===== src/rtl/hbridge_dir_sequencer.sv =====
// rtl/hbridge_dir_sequencer.sv - H-bridge enable gating and per-channel direction sequencing (blank/brake/blank).
// Optional command watchdog: define HB_CMD_WATCHDOG_EN.
module hbridge_dir_sequencer #(
  parameter int DEAD_CYCLES  = 50,
  parameter int BRAKE_CYCLES = 2000,
  parameter int WDT_CYCLES   = 2000000
) (
  input  logic       i_pclk,
  input  logic       i_preset,
  input  logic       i_pwm1_in,
  input  logic       i_pwm2_in,
  input  logic [1:0] i_cmd_a,
  input  logic [1:0] i_cmd_b,
  input  logic       i_cmd_valid,
  output logic       o_pwm1,
  output logic       o_pwm2,
  output logic [3:0] o_h_in,
  output logic [1:0] o_busy,
  output logic       o_fault
);

  localparam int CNT_MAX = (DEAD_CYCLES > BRAKE_CYCLES) ? DEAD_CYCLES : BRAKE_CYCLES;
  localparam int CW      = $clog2(CNT_MAX + 1);
  localparam logic [CW-1:0] DEAD_LOAD  = CW'(DEAD_CYCLES - 1);
  localparam logic [CW-1:0] BRAKE_LOAD = CW'(BRAKE_CYCLES - 1);

  localparam logic [1:0] S_RUN    = 2'd0;
  localparam logic [1:0] S_BLANK1 = 2'd1;
  localparam logic [1:0] S_BRAKE  = 2'd2;
  localparam logic [1:0] S_BLANK2 = 2'd3;

  localparam logic [1:0] CMD_COAST = 2'b00;
  localparam logic [1:0] CMD_FWD   = 2'b01;
  localparam logic [1:0] CMD_REV   = 2'b10;
  localparam logic [1:0] CMD_BRAKE = 2'b11;

  if (DEAD_CYCLES < 1 || BRAKE_CYCLES < 1 || WDT_CYCLES < 1) begin : g_illegal_params
  end

  function automatic logic is_rev(input logic [1:0] a, input logic [1:0] b);
    return (a == CMD_FWD && b == CMD_REV) || (a == CMD_REV && b == CMD_FWD);
  endfunction

  logic [1:0]    r_state [2];
  logic [1:0]    r_cmd   [2];
  logic [1:0]    r_new   [2];
  logic [CW-1:0] r_cnt   [2];

  logic [1:0]    w_state  [2];
  logic [1:0]    w_cmd    [2];
  logic [1:0]    w_new    [2];
  logic [CW-1:0] w_cnt    [2];
  logic [1:0]    w_cmd_in [2];
  logic [1:0]    w_target [2];
  logic [1:0]    w_pins   [2];
  logic [1:0]    w_en;
  logic [1:0]    w_pwm_in;
  logic          w_wdt_fire;

`ifdef HB_CMD_WATCHDOG_EN
  localparam int WW = $clog2(WDT_CYCLES + 1);
  logic [WW-1:0] r_wdt;
  logic          r_fault;

  // A strobe always wins over an expiry landing in the same cycle.
  assign w_wdt_fire = !i_cmd_valid && !r_fault && (r_wdt == WW'(WDT_CYCLES - 1));

  always_ff @(posedge i_pclk) begin
    if (i_preset) begin
      r_wdt   <= '0;
      r_fault <= 1'b0;
    end else if (i_cmd_valid) begin
      r_wdt   <= '0;
      r_fault <= 1'b0;
    end else if (w_wdt_fire) begin
      r_fault <= 1'b1;
    end else if (!r_fault) begin
      r_wdt   <= r_wdt + WW'(1);
    end
  end

  assign o_fault = r_fault;
`else
  assign w_wdt_fire = 1'b0;
  assign o_fault    = 1'b0;
`endif

  always_comb begin
    w_cmd_in[0] = i_cmd_a;
    w_cmd_in[1] = i_cmd_b;
    w_pwm_in    = {i_pwm2_in, i_pwm1_in};
    w_en        = 2'b00;
    for (int c = 0; c < 2; c++) begin
      w_state[c]  = r_state[c];
      w_cmd[c]    = r_cmd[c];
      w_new[c]    = r_new[c];
      w_cnt[c]    = r_cnt[c];
      w_pins[c]   = 2'b00;
      w_target[c] = (r_state[c] == S_RUN) ? r_cmd[c] : r_new[c];
      case (r_state[c])
        S_RUN: begin
          if (i_cmd_valid && w_cmd_in[c] != r_cmd[c]) begin
            w_state[c] = S_BLANK1;
            w_cnt[c]   = DEAD_LOAD;
            w_new[c]   = w_cmd_in[c];
          end
        end
        S_BLANK1: begin
          if (r_cnt[c] == '0) begin
            if (is_rev(r_cmd[c], r_new[c])) begin
              w_state[c] = S_BRAKE;
              w_cnt[c]   = BRAKE_LOAD;
            end else begin
              w_state[c] = S_RUN;
              w_cmd[c]   = r_new[c];
            end
          end else begin
            w_cnt[c] = r_cnt[c] - CW'(1);
          end
        end
        S_BRAKE: begin
          if (r_cnt[c] == '0) begin
            w_state[c] = S_BLANK2;
            w_cnt[c]   = DEAD_LOAD;
          end else begin
            w_cnt[c] = r_cnt[c] - CW'(1);
          end
        end
        default: begin
          if (r_cnt[c] == '0) begin
            w_state[c] = S_RUN;
            w_cmd[c]   = r_new[c];
          end else begin
            w_cnt[c] = r_cnt[c] - CW'(1);
          end
        end
      endcase
      // Watchdog expiry restarts any channel not headed for coast into a plain blank-to-coast.
      if (w_wdt_fire && w_target[c] != CMD_COAST) begin
        w_state[c] = S_BLANK1;
        w_cnt[c]   = DEAD_LOAD;
        w_new[c]   = CMD_COAST;
      end
      case (w_state[c])
        S_RUN: begin
          case (w_cmd[c])
            CMD_FWD, CMD_REV: begin
              w_pins[c] = w_cmd[c];
              w_en[c]   = w_pwm_in[c];
            end
            CMD_BRAKE: begin
              w_pins[c] = 2'b11;
              w_en[c]   = 1'b1;
            end
            default: ;
          endcase
        end
        S_BRAKE: begin
          w_pins[c] = 2'b11;
          w_en[c]   = 1'b1;
        end
        default: ;
      endcase
    end
  end

  always_ff @(posedge i_pclk) begin
    if (i_preset) begin
      for (int c = 0; c < 2; c++) begin
        r_state[c] <= S_RUN;
        r_cmd[c]   <= CMD_COAST;
        r_new[c]   <= CMD_COAST;
        r_cnt[c]   <= '0;
      end
      o_pwm1 <= 1'b0;
      o_pwm2 <= 1'b0;
      o_h_in <= 4'b0000;
      o_busy <= 2'b00;
    end else begin
      for (int c = 0; c < 2; c++) begin
        r_state[c] <= w_state[c];
        r_cmd[c]   <= w_cmd[c];
        r_new[c]   <= w_new[c];
        r_cnt[c]   <= w_cnt[c];
      end
      o_pwm1 <= w_en[0];
      o_pwm2 <= w_en[1];
      o_h_in <= {w_pins[1], w_pins[0]};
      o_busy <= {w_state[1] != S_RUN, w_state[0] != S_RUN};
    end
  end

  a_no_direct_reverse: assert property (@(posedge i_pclk) disable iff (i_preset)
    !(is_rev($past(o_h_in[1:0]), o_h_in[1:0]) || is_rev($past(o_h_in[3:2]), o_h_in[3:2])));

endmodule


===== config.mk =====
export PLATFORM = sky130hd
export DESIGN_NAME = hbridge_dir_sequencer
export DESIGN_NICKNAME = d
export VERILOG_FILES = /design/src/rtl/hbridge_dir_sequencer.sv
export SDC_FILE = /design/constraint.sdc
export NUM_CORES = 1
export LEC_CHECK = 0
export CAP_MARGIN = 15
export CORE_ASPECT_RATIO = 0.75
export CORE_MARGIN = 2
export CORE_UTILIZATION = 40
export DETAILED_ROUTE_END_ITERATION = 16
export GPL_TIMING_DRIVEN = 0
export PLACE_DENSITY_LB_ADDON = 0.05
export SYNTH_ARGS = -nofsm -noshare
export SYNTH_HDL_FRONTEND = slang
export SYNTH_SLANG_ARGS = --single-unit

===== constraint.sdc =====
create_clock -name i_pclk -period 2.6 [get_ports i_pclk]
set_input_delay 0.52 -clock i_pclk [delete_from_list [all_inputs] [get_ports i_pclk]]
set_output_delay 0.52 -clock i_pclk [all_outputs]
set_load 0.03 [all_outputs]

==> run metrics, run 1 <==
share of layout cells above drive strength 1 15.0%; setup TNS -0.00740 ns; total power just over 3000 µW; ranking of synthesized cells by area dfxtp_1 (33%), ha_1 (5.9%), a21oi_1 (5.7%); CTS tree built; worst r2r path cells 8; Die H 73.0 µm; WL/cell roughly 15 µm; die area 7000 µm²; worst endpoint data arrival time ~2.8 ns; Post-Synthesis Cells 318; outcome finished, violations left; initial antenna violation count 0; Unique masters post-synth between 60 and 70; CP Depth 8; VDD IR-drop max roughly 330 µV; slowest CP cell or4_4; Final ANT Viol Nets 0; Commonest cells post-synth dfxtp_1 (42), nor2_1 (31), a21oi_1 (29); first-pass GRT wire length 11000 µm; worst flop-to-flop path endpoint o_pwm2; 1st-iter DRT viols 167; Synth top area share 33.2%; area grow syn2layout 21.0%; asr flop ratio synth 0%; Worst-path clk slew approximately 0.080 ns; Setup Slack @ Placement -0.361 ns; Finish-stage setup viols 1; clk sinks 42; Mean Syn Cell Area 7.98 µm²; Clock Skew 0.00649 ns; Final Wtd Congestion 0.859; DR vias 2415; worst relative slew slack between 30% and 40%; Top cell by count, worst path or4_4; crit path cell chain or4_4 > or4_4 > or3_4 > o211ai_4 > ha_1 > nor2b_1 > o21bai_1 > a21oi_1; crit end category register; initial cell density of the core 40.7%; worst hold slack 0.477 ns; vias per inst around 5.6; Crit Path Max Fanout 6; P per Cell Area 1010 nW/µm²; R2R Setup Slk -0.007 ns; num ports 18; post-synthesis sequential area ratio about a third; leakage power 0.00123 µW; Clock Path Buffers 2; failing checks setup timing; r2r startpoint r_cnt[0][21]; Post-Syn Area 2540 µm²; critical path class reg -> reg; ANT cells 0; unrepaired setup endpoints after global routing yes; Max-Cap Viols 0; minimum clock period 2.61 ns; final net count roughly 370; DRC violation count after routing 0; H-tree depth 2; Die X ~96 µm; CP top delay family simple AND/OR/NAND/NOR gates; count leader, synth dfxtp_1; Hold Path Class reg -> reg; CP bufs+invs 0; Worst-Skew Late Latency 0.29 ns; vias in the first global route between 2000 and 2500; Detailed Place HPWL 4480 µm; GRT Total Usage between 20% and 30%; IO buf count 16; Synth Flop Type dfxtp_1; GRT Residual Overflow 0; Final Cycle Share 100%; clk root buf clkbuf_8; fin util 49.3%; fill cell total of the finished layout a little over 600; max-slew violations 0; Fin. Hold Viols 0; Worst-Margin Slew 1.03 ns; CTS Buf Count 5; WP data required about 2.8 ns; crit path to o_pwm2; Worst setup startpoint r_cnt[0][21]; Row Count 25; largest net degree at the start of global routing 12; EDFF count, synth 0; Post-CTS Hold Fix Bufs 0; Critical Path Max Stage Delay 0.59 ns; YS warnings 0; syn_nets 339; Yosys reg bits 42; post-route setup slack -0.00740 ns; Core Footprint 6220 µm²; final WL 6440 µm; Startpoint Class register; FMAX about 380 MHz; Synth area leader dfxtp_1; DRT Pass-1 Iters 5
## flip-flops by register name (all words and copies together), names as in the netlist
| register | count |
|---|---|
| o_busy | 2 |
| o_h_in | 4 |
| o_pwm1 | 1 |
| o_pwm2 | 1 |
| r_cmd | 4 |
| r_cnt | 22 |
| r_new | 4 |
| r_state | 4 |
## logic make-up (layout without fill, tap and decap cells)
| group | count (synthesis) | count (layout) | share of synthesized area, % |
|---|---|---|---|
| simple gates | 109 | 109 | 22.9 |
| compound gates | 107 | 107 | 28.6 |
| flops | 42 | 42 | 33.2 |
| buf+inv | 38 | 67 | 5.92 |
| fa+ha+maj | 12 | 12 | 5.92 |
| mux | 5 | 5 | 1.97 |
| xor+xnor | 4 | 4 | 1.38 |
| other cells | 1 | 1 | 0.148 |
## worst min path at each step
stage / end / start / depth (start not counted)
floorplan: r_cnt[0][10] / r_cnt[0][10] / 2
global placement: r_cnt[0][12] / r_cnt[0][12] / 2
detailed placement: r_cnt[0][10] / r_cnt[0][10] / 2
CTS: r_cnt[0][10] / r_cnt[0][10] / 2
global route: r_cnt[0][12] / r_cnt[0][12] / 2
finish: r_cnt[0][12] / r_cnt[0][12] / 2
## area by class of cell
class / count / area, µm² / area share, %
Tap cell: 81 / 101 / 3.30
Sequential cell: 42 / 847 / 27.6
Inverter: 26 / 97.6 / 3.18
Buffer: 10 / 51.3 / 1.67
Clock buffer: 6 / 82.6 / 2.69
Timing Repair Buffer: 25 / 228 / 7.42
Multi-Input combinational cell: 238 / 1660 / 54.1
## worst reg2reg max path, stage by stage (launching register included)
cell and delay [ns]:
dfxtp_2 0.33, or4_4 0.57, or4_4 0.59, or3_4 0.36, o211ai_4 0.10, ha_1 0.26
nor2b_1 0.12, o21bai_1 0.08, a21oi_1 0.13
## through the flow
stage,instances,instance area [µm²]
2_1_floorplan,318,2550
3_3_place_gp,415,2810
3_5_place_dp,415,2810
4_1_cts,426,3010
5_1_grt,428,3070
6_report,428,3070
## cell usage in the layout, fill, tap and decap left out, drive strengths merged, types with 3 or more instances in the layout
| master | synthesis | final |
|---|---|---|
| o31ai | 4 | 4 |
| o2bb2ai | 4 | 4 |
| nand2b | 4 | 4 |
| dfxtp | 42 | 42 |
| or3 | 9 | 9 |
| ha | 12 | 12 |
| or4 | 3 | 3 |
| clkbuf | 8 | 13 |
| xor2 | 4 | 4 |
| a21o | 4 | 4 |
| nor2 | 31 | 31 |
| nand2 | 21 | 21 |
| nor3 | 10 | 10 |
| o21ai | 21 | 21 |
| o21bai | 6 | 6 |
| nand3 | 7 | 7 |
| o32ai | 4 | 4 |
| mux2i | 5 | 5 |
| or2 | 4 | 4 |
| a22o | 3 | 3 |
| a31oi | 7 | 7 |
| nor2b | 3 | 3 |
| buf | 4 | 12 |
| inv | 25 | 25 |
| clkdlybuf4s50 | 0 | 16 |
| a221oi | 3 | 3 |
| a211oi | 3 | 3 |
| a21oi | 30 | 30 |
| o211ai | 4 | 4 |
## layer usage
layer  GRT usage [%]  up-vias  wire [µm]
met3            4.13        4        312
met4            3.81        0         42
met1            32.5     1123       3520
li1                -     1230          -
met5               0        -          0
met2            26.9       58       2560
## where the power goes
group,internal (µW),total (µW),switching [µW]
logic,745,1760,1020
registers,767,908,141
clock network,205,422,217
## timing repair
item,4_1_cts,5_1_grt
gates cloned,0,0
setup buffers,7,2
pin swaps,4,7
setup endpoints to repair,4,4
hold endpoints to repair,0,0
gates resized for setup,14,15
(Power assumes the default switching activity.)
==> run 2, diff against run 1 <==
--- a/config.mk
+++ b/config.mk
@@ -5,10 +5,11 @@
 export SDC_FILE = /design/constraint.sdc
 export NUM_CORES = 1
 export LEC_CHECK = 0
-export CAP_MARGIN = 15
+export CAP_MARGIN = 5
 export CORE_ASPECT_RATIO = 0.75
 export CORE_MARGIN = 2
 export CORE_UTILIZATION = 40
+export CTS_CLUSTER_DIAMETER = 200
 export DETAILED_ROUTE_END_ITERATION = 16
 export GPL_TIMING_DRIVEN = 0
 export PLACE_DENSITY_LB_ADDON = 0.05
==> results of run 2 <==
Final layout, timing and power as in run 1 (identical DEF).
